### src/rtl/jt51_pkg.sv
// -----------------------------------------------------------------------------
// jt51_pkg
// Shared definitions for the noise-generator control slice.
//   noise_state_e  : write-sequencer states (idle / pending commit / busy hold)
//   NOISE_REG_ADDR : register address carrying NE and NFRQ
//   NE_BIT         : position of the noise-enable bit in the register data
//   NFRQ_MSB       : top bit of the noise-frequency field (field is [NFRQ_MSB:0])
//   SLOTS          : number of operator slots per frame
//   LAST_SLOT      : slot index that closes a frame
// -----------------------------------------------------------------------------
package jt51_pkg;

    typedef enum logic [1:0] {
        ST_IDLE = 2'd0,
        ST_PEND = 2'd1,
        ST_HOLD = 2'd2
    } noise_state_e;

    localparam logic [7:0] NOISE_REG_ADDR = 8'h0F;
    localparam int         NE_BIT         = 7;
    localparam int         NFRQ_MSB       = 4;
    localparam int         SLOTS          = 32;
    localparam logic [4:0] LAST_SLOT      = 5'(SLOTS - 1);

endpackage

### src/rtl/jt51_busy_timer.sv
// -----------------------------------------------------------------------------
// jt51_busy_timer
// Down-counter that times how long the write interface stays busy after a
// commit. Load has priority over decrement; the count never goes below zero.
// Ports:
//   clk, rst_n   : clock and asynchronous active-low reset
//   load_i       : load load_val_i into the counter
//   dec_i        : decrement by one (ignored when already zero)
//   load_val_i   : value loaded on load_i
//   zero_o       : counter currently holds zero
// -----------------------------------------------------------------------------
module jt51_busy_timer #(
    parameter int W = 8
) (
    input  logic         clk,
    input  logic         rst_n,
    input  logic         load_i,
    input  logic         dec_i,
    input  logic [W-1:0] load_val_i,
    output logic         zero_o
);

    logic [W-1:0] cnt_q;
    logic [W-1:0] cnt_d;

    always_comb begin
        cnt_d = cnt_q;
        if (load_i) begin
            cnt_d = load_val_i;
        end else if (dec_i && (cnt_q != '0)) begin
            cnt_d = cnt_q - 1'b1;
        end
    end

    always_ff @(posedge clk or negedge rst_n) begin
        if (!rst_n) begin
            cnt_q <= '0;
        end else begin
            cnt_q <= cnt_d;
        end
    end

    assign zero_o = (cnt_q == '0);

endmodule

### src/rtl/jt51_noise_ctrl.sv
// -----------------------------------------------------------------------------
// jt51_noise_ctrl
// Sequencer and configuration controller for the noise generator.
// Ports:
//   clk, rst_n  : system clock, asynchronous active-low reset
//   cen         : clock enable; slot counter and output path advance on it
//   wr_req      : CPU write strobe (one clk wide, not qualified by cen)
//   wr_addr     : register address of the write
//   wr_data     : register data, bit7 = NE, bits4:0 = NFRQ
//   busy        : a noise-register write is in flight; new ones are dropped
//   wr_drop     : sticky flag, a noise-register write was dropped while busy
//   cycles      : 5-bit slot counter for the noise generator
//   nfrq, ne    : committed noise frequency / enable
//   op31_no     : one-cen strobe in the period after slot OP31_SLOT
//   noise_mix   : noise generator mix
//   op_out      : operator output of the current slot
//   slot_out    : operator output with noise substituted in slot OP31_SLOT
//
// Write handshake: busy rises the clk after an accepted write to NOISE_REG and
// stays high until BUSY_CYCLES cen ticks after the commit. A NOISE_REG write
// is accepted only in clks where busy is low; while busy is high (including
// the clk in which it falls) it is dropped and wr_drop is set.
// -----------------------------------------------------------------------------
module jt51_noise_ctrl
    import jt51_pkg::*;
#(
    parameter logic [4:0] OP31_SLOT   = 5'd31,
    parameter logic [7:0] NOISE_REG   = NOISE_REG_ADDR,
    parameter int         BUSY_CYCLES = 32
) (
    input  logic        clk,
    input  logic        rst_n,
    input  logic        cen,
    input  logic        wr_req,
    input  logic [7:0]  wr_addr,
    input  logic [7:0]  wr_data,
    output logic        busy,
    output logic        wr_drop,
    output logic [4:0]  cycles,
    output logic [4:0]  nfrq,
    output logic        ne,
    output logic        op31_no,
    input  logic [11:0] noise_mix,
    input  logic [13:0] op_out,
    output logic [13:0] slot_out
);

    localparam logic [7:0] HOLD_LOAD = 8'(BUSY_CYCLES - 1);

    noise_state_e state_q, state_d;
    logic [7:0]   data_q,  data_d;
    logic         busy_q,  busy_d;
    logic         drop_q,  drop_d;
    logic         ne_q,    ne_d;
    logic [4:0]   nfrq_q,  nfrq_d;
    logic [4:0]   cycles_q;
    logic         op31_q;
    logic [13:0]  slot_q;

    logic noise_hit;
    logic frame_end;
    logic tmr_load;
    logic tmr_dec;
    logic tmr_zero;

    assign noise_hit = wr_req && (wr_addr == NOISE_REG);
    assign frame_end = cen && (cycles_q == LAST_SLOT);

    always_comb begin
        state_d  = state_q;
        data_d   = data_q;
        busy_d   = busy_q;
        drop_d   = drop_q;
        ne_d     = ne_q;
        nfrq_d   = nfrq_q;
        tmr_load = 1'b0;
        tmr_dec  = 1'b0;

        if (noise_hit && busy_q) begin
            drop_d = 1'b1;
        end

        case (state_q)
            ST_IDLE: begin
                if (noise_hit) begin
                    data_d  = wr_data;
                    busy_d  = 1'b1;
                    state_d = ST_PEND;
                end
            end
            ST_PEND: begin
                // Commit only at a frame end so the noise generator never
                // sees NFRQ change mid-frame.
                if (frame_end) begin
                    ne_d     = data_q[NE_BIT];
                    nfrq_d   = data_q[NFRQ_MSB:0];
                    tmr_load = 1'b1;
                    state_d  = ST_HOLD;
                end
            end
            ST_HOLD: begin
                if (cen) begin
                    if (tmr_zero) begin
                        busy_d  = 1'b0;
                        state_d = ST_IDLE;
                    end else begin
                        tmr_dec = 1'b1;
                    end
                end
            end
            default: begin
                state_d = ST_IDLE;
            end
        endcase
    end

    always_ff @(posedge clk or negedge rst_n) begin
        if (!rst_n) begin
            state_q <= ST_IDLE;
            data_q  <= '0;
            busy_q  <= 1'b0;
            drop_q  <= 1'b0;
            ne_q    <= 1'b0;
            nfrq_q  <= '0;
        end else begin
            state_q <= state_d;
            data_q  <= data_d;
            busy_q  <= busy_d;
            drop_q  <= drop_d;
            ne_q    <= ne_d;
            nfrq_q  <= nfrq_d;
        end
    end

    // Slot-rate path: counter, op31 strobe and noise substitution.
    always_ff @(posedge clk or negedge rst_n) begin
        if (!rst_n) begin
            cycles_q <= '0;
            op31_q   <= 1'b0;
            slot_q   <= '0;
        end else if (cen) begin
            cycles_q <= cycles_q + 5'd1;
            op31_q   <= (cycles_q == OP31_SLOT);
            slot_q   <= (ne_q && (cycles_q == OP31_SLOT)) ? {noise_mix, 2'b00} : op_out;
        end
    end

    jt51_busy_timer #(
        .W (8)
    ) u_busy_timer (
        .clk        (clk),
        .rst_n      (rst_n),
        .load_i     (tmr_load),
        .dec_i      (tmr_dec),
        .load_val_i (HOLD_LOAD),
        .zero_o     (tmr_zero)
    );

    assign busy     = busy_q;
    assign wr_drop  = drop_q;
    assign cycles   = cycles_q;
    assign nfrq     = nfrq_q;
    assign ne       = ne_q;
    assign op31_no  = op31_q;
    assign slot_out = slot_q;

endmodule

### config.mk
export PLATFORM = sky130hd
export DESIGN_NAME = jt51_noise_ctrl
export DESIGN_NICKNAME = d
export VERILOG_FILES = /design/src/rtl/jt51_pkg.sv /design/src/rtl/jt51_busy_timer.sv /design/src/rtl/jt51_noise_ctrl.sv
export SDC_FILE = /design/constraint.sdc
export NUM_CORES = 1
export LEC_CHECK = 0
export CAP_MARGIN = 20
export CORE_ASPECT_RATIO = 1.2
export CORE_UTILIZATION = 44
export CTS_CLUSTER_DIAMETER = 30
export DETAILED_ROUTE_END_ITERATION = 8
export GPL_ROUTABILITY_DRIVEN = 1
export GPL_TIMING_DRIVEN = 0
export PLACE_DENSITY = 0.86
export REMOVE_ABC_BUFFERS = 1
export SYNTH_ARGS = -nofsm -noshare
export SYNTH_HDL_FRONTEND = slang
export SYNTH_SLANG_ARGS = --single-unit
### constraint.sdc
create_clock -name clk -period 2.6 [get_ports clk]
set_clock_uncertainty 0.1 [all_clocks]
set_input_delay 0.39 -clock clk [delete_from_list [all_inputs] [get_ports clk]]
set_output_delay 0.39 -clock clk [all_outputs]
set_load 0.02 [all_outputs]
======== Word level (Yosys, flattened, before mapping) ========
Cells that the tools add are included.
storage, ports and cells
  register bits ........................... 46
  input port bits ......................... 46
cells by class
  $add $sub $neg .......................... 2
  eq/ne operators ......................... 8
  multiplexer cells ....................... 17
  reduce and logical (&&, ||, !) cells .... 14
operator list
  cell                 number
  $mux 8               2
  $mux 14              1
  $eq 8x4->1 const B   1
  $logic_not 8->1      1
  $mux 1               8
  $mux 2               4
  $ne 2x2->1 const B   4
  $reduce_and 4->1     2
  $reduce_bool 8->1    1
  $sub 8x1->8 const B  1
  $pmux 2 s3           1
  $add 5x1->5 const B  1
  $eq 5x5->1 const B   1
  $logic_and 1x1->1    5
  $reduce_and 2->1     2
  $reduce_bool 2->1    2
  $eq 2x1->1 const B   1
  $eq 2x2->1 const B   1
  $logic_not 2->1      1
  $pmux 1 s2           1

======== Longest topological paths before layout ========
  word-level depth ........................ 7
  mapped depth ............................ 7
  depth with buffers taken out ............ 6

======== By module ========
A second synthesis with hierarchy kept.
second synthesis, totals
  cell total of the unflattened synthesis .. 188
  area total of the unflattened synthesis .. 2085.8 µm²
by module, submodules not included
  module           times used  cells an instance  area an instance (µm²)  sequential area each (µm²)
  jt51_noise_ctrl  1           130                1557.7                  900.9
  jt51_busy_timer  1           58                 528.0                   200.2

======== Worst setup path before layout ========
Ideal clock, no wire load.
  kind .................................... register to register
  start ................................... reg cycles_q[0], in the netlist cycles[0]
  end ..................................... reg slot_q[10], in the netlist slot_out[10]
  setup time .............................. 137 ps
  arrival ................................. 1771 ps
  data required time ...................... 2363 ps
  slack ................................... 592 ps
  stages on the path, launching flop included .. 8
  path buffers ............................ 1
  clock period less this slack ............ 2008 ps
  cell sequence ........................... dfrtp_1 -> ha_1 -> and3_1 -> ha_1 -> nand2_1 -> buf_2 -> mux2i_1 -> a21oi_1
on the way
  cells in the longest elaborated chain, start to end .. 3
ends and longest elaborated chain
  element                   RTL line                RTL
  start: declaration        jt51_noise_ctrl.sv:56   logic [4:0] cycles_q;
  start signal: assignment  jt51_noise_ctrl.sv:142  cycles_q <= cycles_q + 5'd1;
  $eq 5x5->1                jt51_noise_ctrl.sv:144  slot_q <= (ne_q && (cycles_q == OP31_SLOT)) ? {noise_mix, 2'b00} : op_out;
  $logic_and 1x1->1         jt51_noise_ctrl.sv:144
  $mux 14                   jt51_noise_ctrl.sv:144
  end signal: assignment    jt51_noise_ctrl.sv:144
  end: declaration          jt51_noise_ctrl.sv:58   logic [13:0] slot_q;
Every way passes these cells.
A chain may end at the register's enable or synchronous reset.

======== Worst setup path in the final report ========
  start ................................... in cen
  end ..................................... reg u_busy_timer.cnt_q[7]
on the way
  cells in the longest elaborated chain, start to end .. 4
ends and longest elaborated chain
  element                                      RTL line                                       RTL
  start: declaration                           jt51_noise_ctrl.sv:33                          input logic cen,
  $logic_and 1x1->1 or $mux 1 (tied branches)  jt51_noise_ctrl.sv:67, jt51_noise_ctrl.sv:102
  $mux 1 (on tied branches)                    jt51_noise_ctrl.sv:94, jt51_noise_ctrl.sv:83
  $mux 1 or $logic_and 1x1->1 (tied branches)  jt51_noise_ctrl.sv:83, jt51_busy_timer.sv:30
  $mux 8 or $reduce_bool 2->1 (tied branches)  n/a
  end signal: assignment                       jt51_busy_timer.sv:39                          cnt_q <= cnt_d;
  end: declaration                             jt51_busy_timer.sv:23                          logic [W-1:0] cnt_q;
Parallel ways exist; a longest one is shown, timed or not.

==> metrics.md <==
| Metric | Value |
|---|---|
| Outcome | complete, no violations |
| Levels on crit path | 4 |
| H-tree Lvls | 2 |
| Setup crit start kind | input pin |
| Worst-path fanout max | 19 |
| Placed Cells | 309 |
| YS warnings | 0 |
| # clock sinks | 44 |
| Num rows | 26 |
| Boundary Pins | 74 |
| Cell chain of the critical path | clkdlybuf4s50_1 > and4b_1 > nor2_1 > mux2_1 |
| Fin. max-slew vios | 0 |
| R2R Path End | slot_out[4]$_DFFE_PN0P_ |
| Worst Path Required | 2680 ps |
| Cell area after layout | 2970 µm² |
| DRT Pass-1 Iters | 4 |
| P_leak | 1.43 nW |
| Compound-Gate Fraction of Synth Area | 7.78% |
| ANT nets after route | 0 |
| Ant diodes | 0 |
| Routability cong. | 0.840 |
| Post-synth EDFFs | 0 |
| Chip width | 64.2 µm |
| Most common cell after layout, fill and taps aside | clkdlybuf4s50_1 |
| Cell area after synthesis | 2040 µm² |
| Fin nets | 311 |
| Max Root-Sink Buffers | 2 |
| Pwr Total | 2.18 mW |
| First-pass GRT wire length | 7.79 mm |
| Iteration-0 DRC count of the detailed router | 45 |
| Clk slew on worst S/H paths | 80 ps |
| Worst setup path class | in2reg |
| Vias in the first global route | 1663 |
| Fmax | 432 MHz |
| Core ar. | 4360 µm² |
| R2r startpoint | cycles[0]$_DFFE_PN0P_ |
| Port Buf Inserts | 71 |
| Cell family with most CP delay | buffers and inverters |
| GR Overflow Total | 0 |
| Cts bufs inserted | 5 |
| Xor-xnor portion of the synthesized cell area | 1.29% |
| Pwr Density | 735 nW/µm² |
| Die area | 4920 µm² |
| Largest net degree at the start of global routing | 24 |
| Simple-Gate Fraction of Synth Area | 17.0% |
| Final worst path period need | 2310 ps |
| Hold_buf cts | 1 |
| CP endpoint kind | flop |
| Area Overhead vs Synth | 45.3% |
| VDD IR max | 0.546 mV |
| Placed Area | 2830 µm² |
| Drt drc | 0 |
| #FFs+latches synth | 44 |
| Initial antenna violation count | 0 |
| Final Hold Viols | 0 |
| Post-Synthesis Cells | 189 |
| Worst Setup EP | u_busy_timer.cnt_q[7]$_DFFE_PN0P_ |
| Post-synthesis sequential area ratio | 53.9% |
| Most frequent cells in the layout | 70 x clkdlybuf4s50_1, 44 x dfrtp_1, 24 x nand2_1 |
| Max_slew headroom | 45.4% |
| R2R depth | 6 |
| Layout cells sized above 1 | 8.78% |
| Wire length per cell | 14.5 µm |
| DRT Wirelength | 4.61 mm |
| DPL Wire Length | 3.35 mm |
| Clk Latency, worst-skew pair | 290 ps |
| Final cell count without fillers | 318 |
| Avg Cell Area, Syn | 10.8 µm² |
| Tcrit/Tclk final | 89.0% |
| RSZ-0062 raised after global routing | false |
| Post-CTS Setup Bufs | 0 |
| Hold Path Depth | 2 |
| Final setup viols | 0 |
| Post-CTS Resized | 0 |
| Synth Flop Type | dfrtp_1 |
| Die height | 76.7 µm |
| Synth area leader | dfrtp_1 |
| Crit-path max cell delay | 960 ps |
| Crit path DAT | 2400 ps |
| Max_cap viols | 0 |
| DR vias/cell | 5.12 |
| Reg2reg setup slack | 340 ps |
| Post-synth ARST share | 100% |
| Largest family of logic cells by synthesized area | simple AND/OR/NAND/NOR gates |
| Synth cell types | 40 |
| Final core occ | 68.1% |
| Mux cell area share after synthesis | 14.3% |
| Area share of the largest cell type after synthesis | 53.9% |
| CP max-delay cell | clkdlybuf4s50_1 |
| Hold Path Class | reg2reg |
| Worst Tran Pin Value | 817 ps |
| Top cells by area, synth | dfrtp_1 54%, mux2i_1 9.3%, mux2_2 4.4% |
| Adder-Cell Fraction of Synth Area | 2.45% |
| CTS Root Cell | clkbuf_8 |
| Initial Util | 46.9% |
| Buffer and inverter count on the worst path | 1 |
| Via count | 1629 |
| CTS tree | done |
| GRT Overall Usage | 20.3% |
| Worst Setup SP | cen |
## where the power goes
| part | internal, mW | total (mW) | switching [mW] |
|---|---|---|---|
| Sequential | 0.817 | 0.967 | 0.150 |
| Combinational | 0.353 | 0.647 | 0.294 |
| Clock | 0.339 | 0.567 | 0.228 |
## synthesized netlist by cell type, types with 2 or more instances
| library cell | number |
|---|---|
| dfrtp_1 | 44 |
| nand2_1 | 24 |
| mux2i_1 | 19 |
| nor2_1 | 19 |
| a21oi_1 | 12 |
| mux2_2 | 8 |
| inv_1 | 7 |
| nand3_1 | 5 |
| ha_1 | 4 |
| o211ai_1 | 4 |
| buf_1 | 3 |
| buf_2 | 3 |
| nor4b_1 | 3 |
| o21ai_0 | 3 |
| and3_1 | 2 |
| clkbuf_1 | 2 |
| nor3_1 | 2 |
| nor3b_1 | 2 |
| xnor2_1 | 2 |
## per-stage QoR
step | hold slack (ps) | worst slack, ps | TNS, ps
after detailed placement | 309 | -8.57 | -8.57
after floorplan | -5.59 | 588 | 0
final | 374 | 285 | 0
after global routing | 408 | 199 | 0
after CTS | 377 | 285 | 0
after global placement | 343 | -448 | -10000
## state kept, by name, summed over array words and instances (netlist names)
| register | flops |
|---|---|
| slot_out | 14 |
| u_busy_timer.cnt_q | 8 |
| data_q | 6 |
| cycles | 5 |
| nfrq | 5 |
| state_q | 2 |
| busy | 1 |
| ne | 1 |
| op31_no | 1 |
| wr_drop | 1 |
## layer usage
| layer | routed length, µm | global-route usage, % |
|---|---|---|
| met4 | 40 | 5.11 |
| met1 | 2010 | 24.9 |
| met3 | 177 | 5.21 |
| met5 | 0 | 0 |
| met2 | 2380 | 35.3 |
## area by class of cell
class	instances	area [µm²]
Fill cell	346	1390
Sequential cell	44	1100
Multi-Input combinational cell	129	875
Timing Repair Buffer	74	771
Clock buffer	7	96.3
Tap cell	56	70.1
Clock inverter	1	30.0
Inverter	7	26.3
## worst register-to-register path: cells and delay by family, from the launching register on
kind | cells | cell delay, ps
adders and majority gates | 2 | 440
AOI/OAI and AO/OA | 1 | 90
and+or+nand+nor | 2 | 760
DFF | 1 | 420
muxes | 1 | 290
## logic make-up after synthesis
family          after synthesis
simple gates                 69
xor+xnor                      3
compound gates               25
flops                        44
buf+inv                      16
fa+ha+maj                     4
mux                          28
## how the worst min path moves through the flow
stage          slack [ps]                           endpoint                  start
6_report              370                nfrq[3]$_DFFE_PN0P_  data_q[3]$_DFFE_PN0P_
5_1_grt               410              cycles[3]$_DFFE_PN0P_  cycles[3]$_DFFE_PN0P_
4_1_cts               380                nfrq[3]$_DFFE_PN0P_  data_q[3]$_DFFE_PN0P_
3_5_place_dp          310  u_busy_timer.cnt_q[6]$_DFFE_PN0P_                  rst_n
3_3_place_gp          340                nfrq[3]$_DFFE_PN0P_  data_q[3]$_DFFE_PN0P_
2_1_floorplan          -6                   busy$_DFFE_PN0P_                  rst_n
No activity file was read; power rests on OpenSTA's default activity.
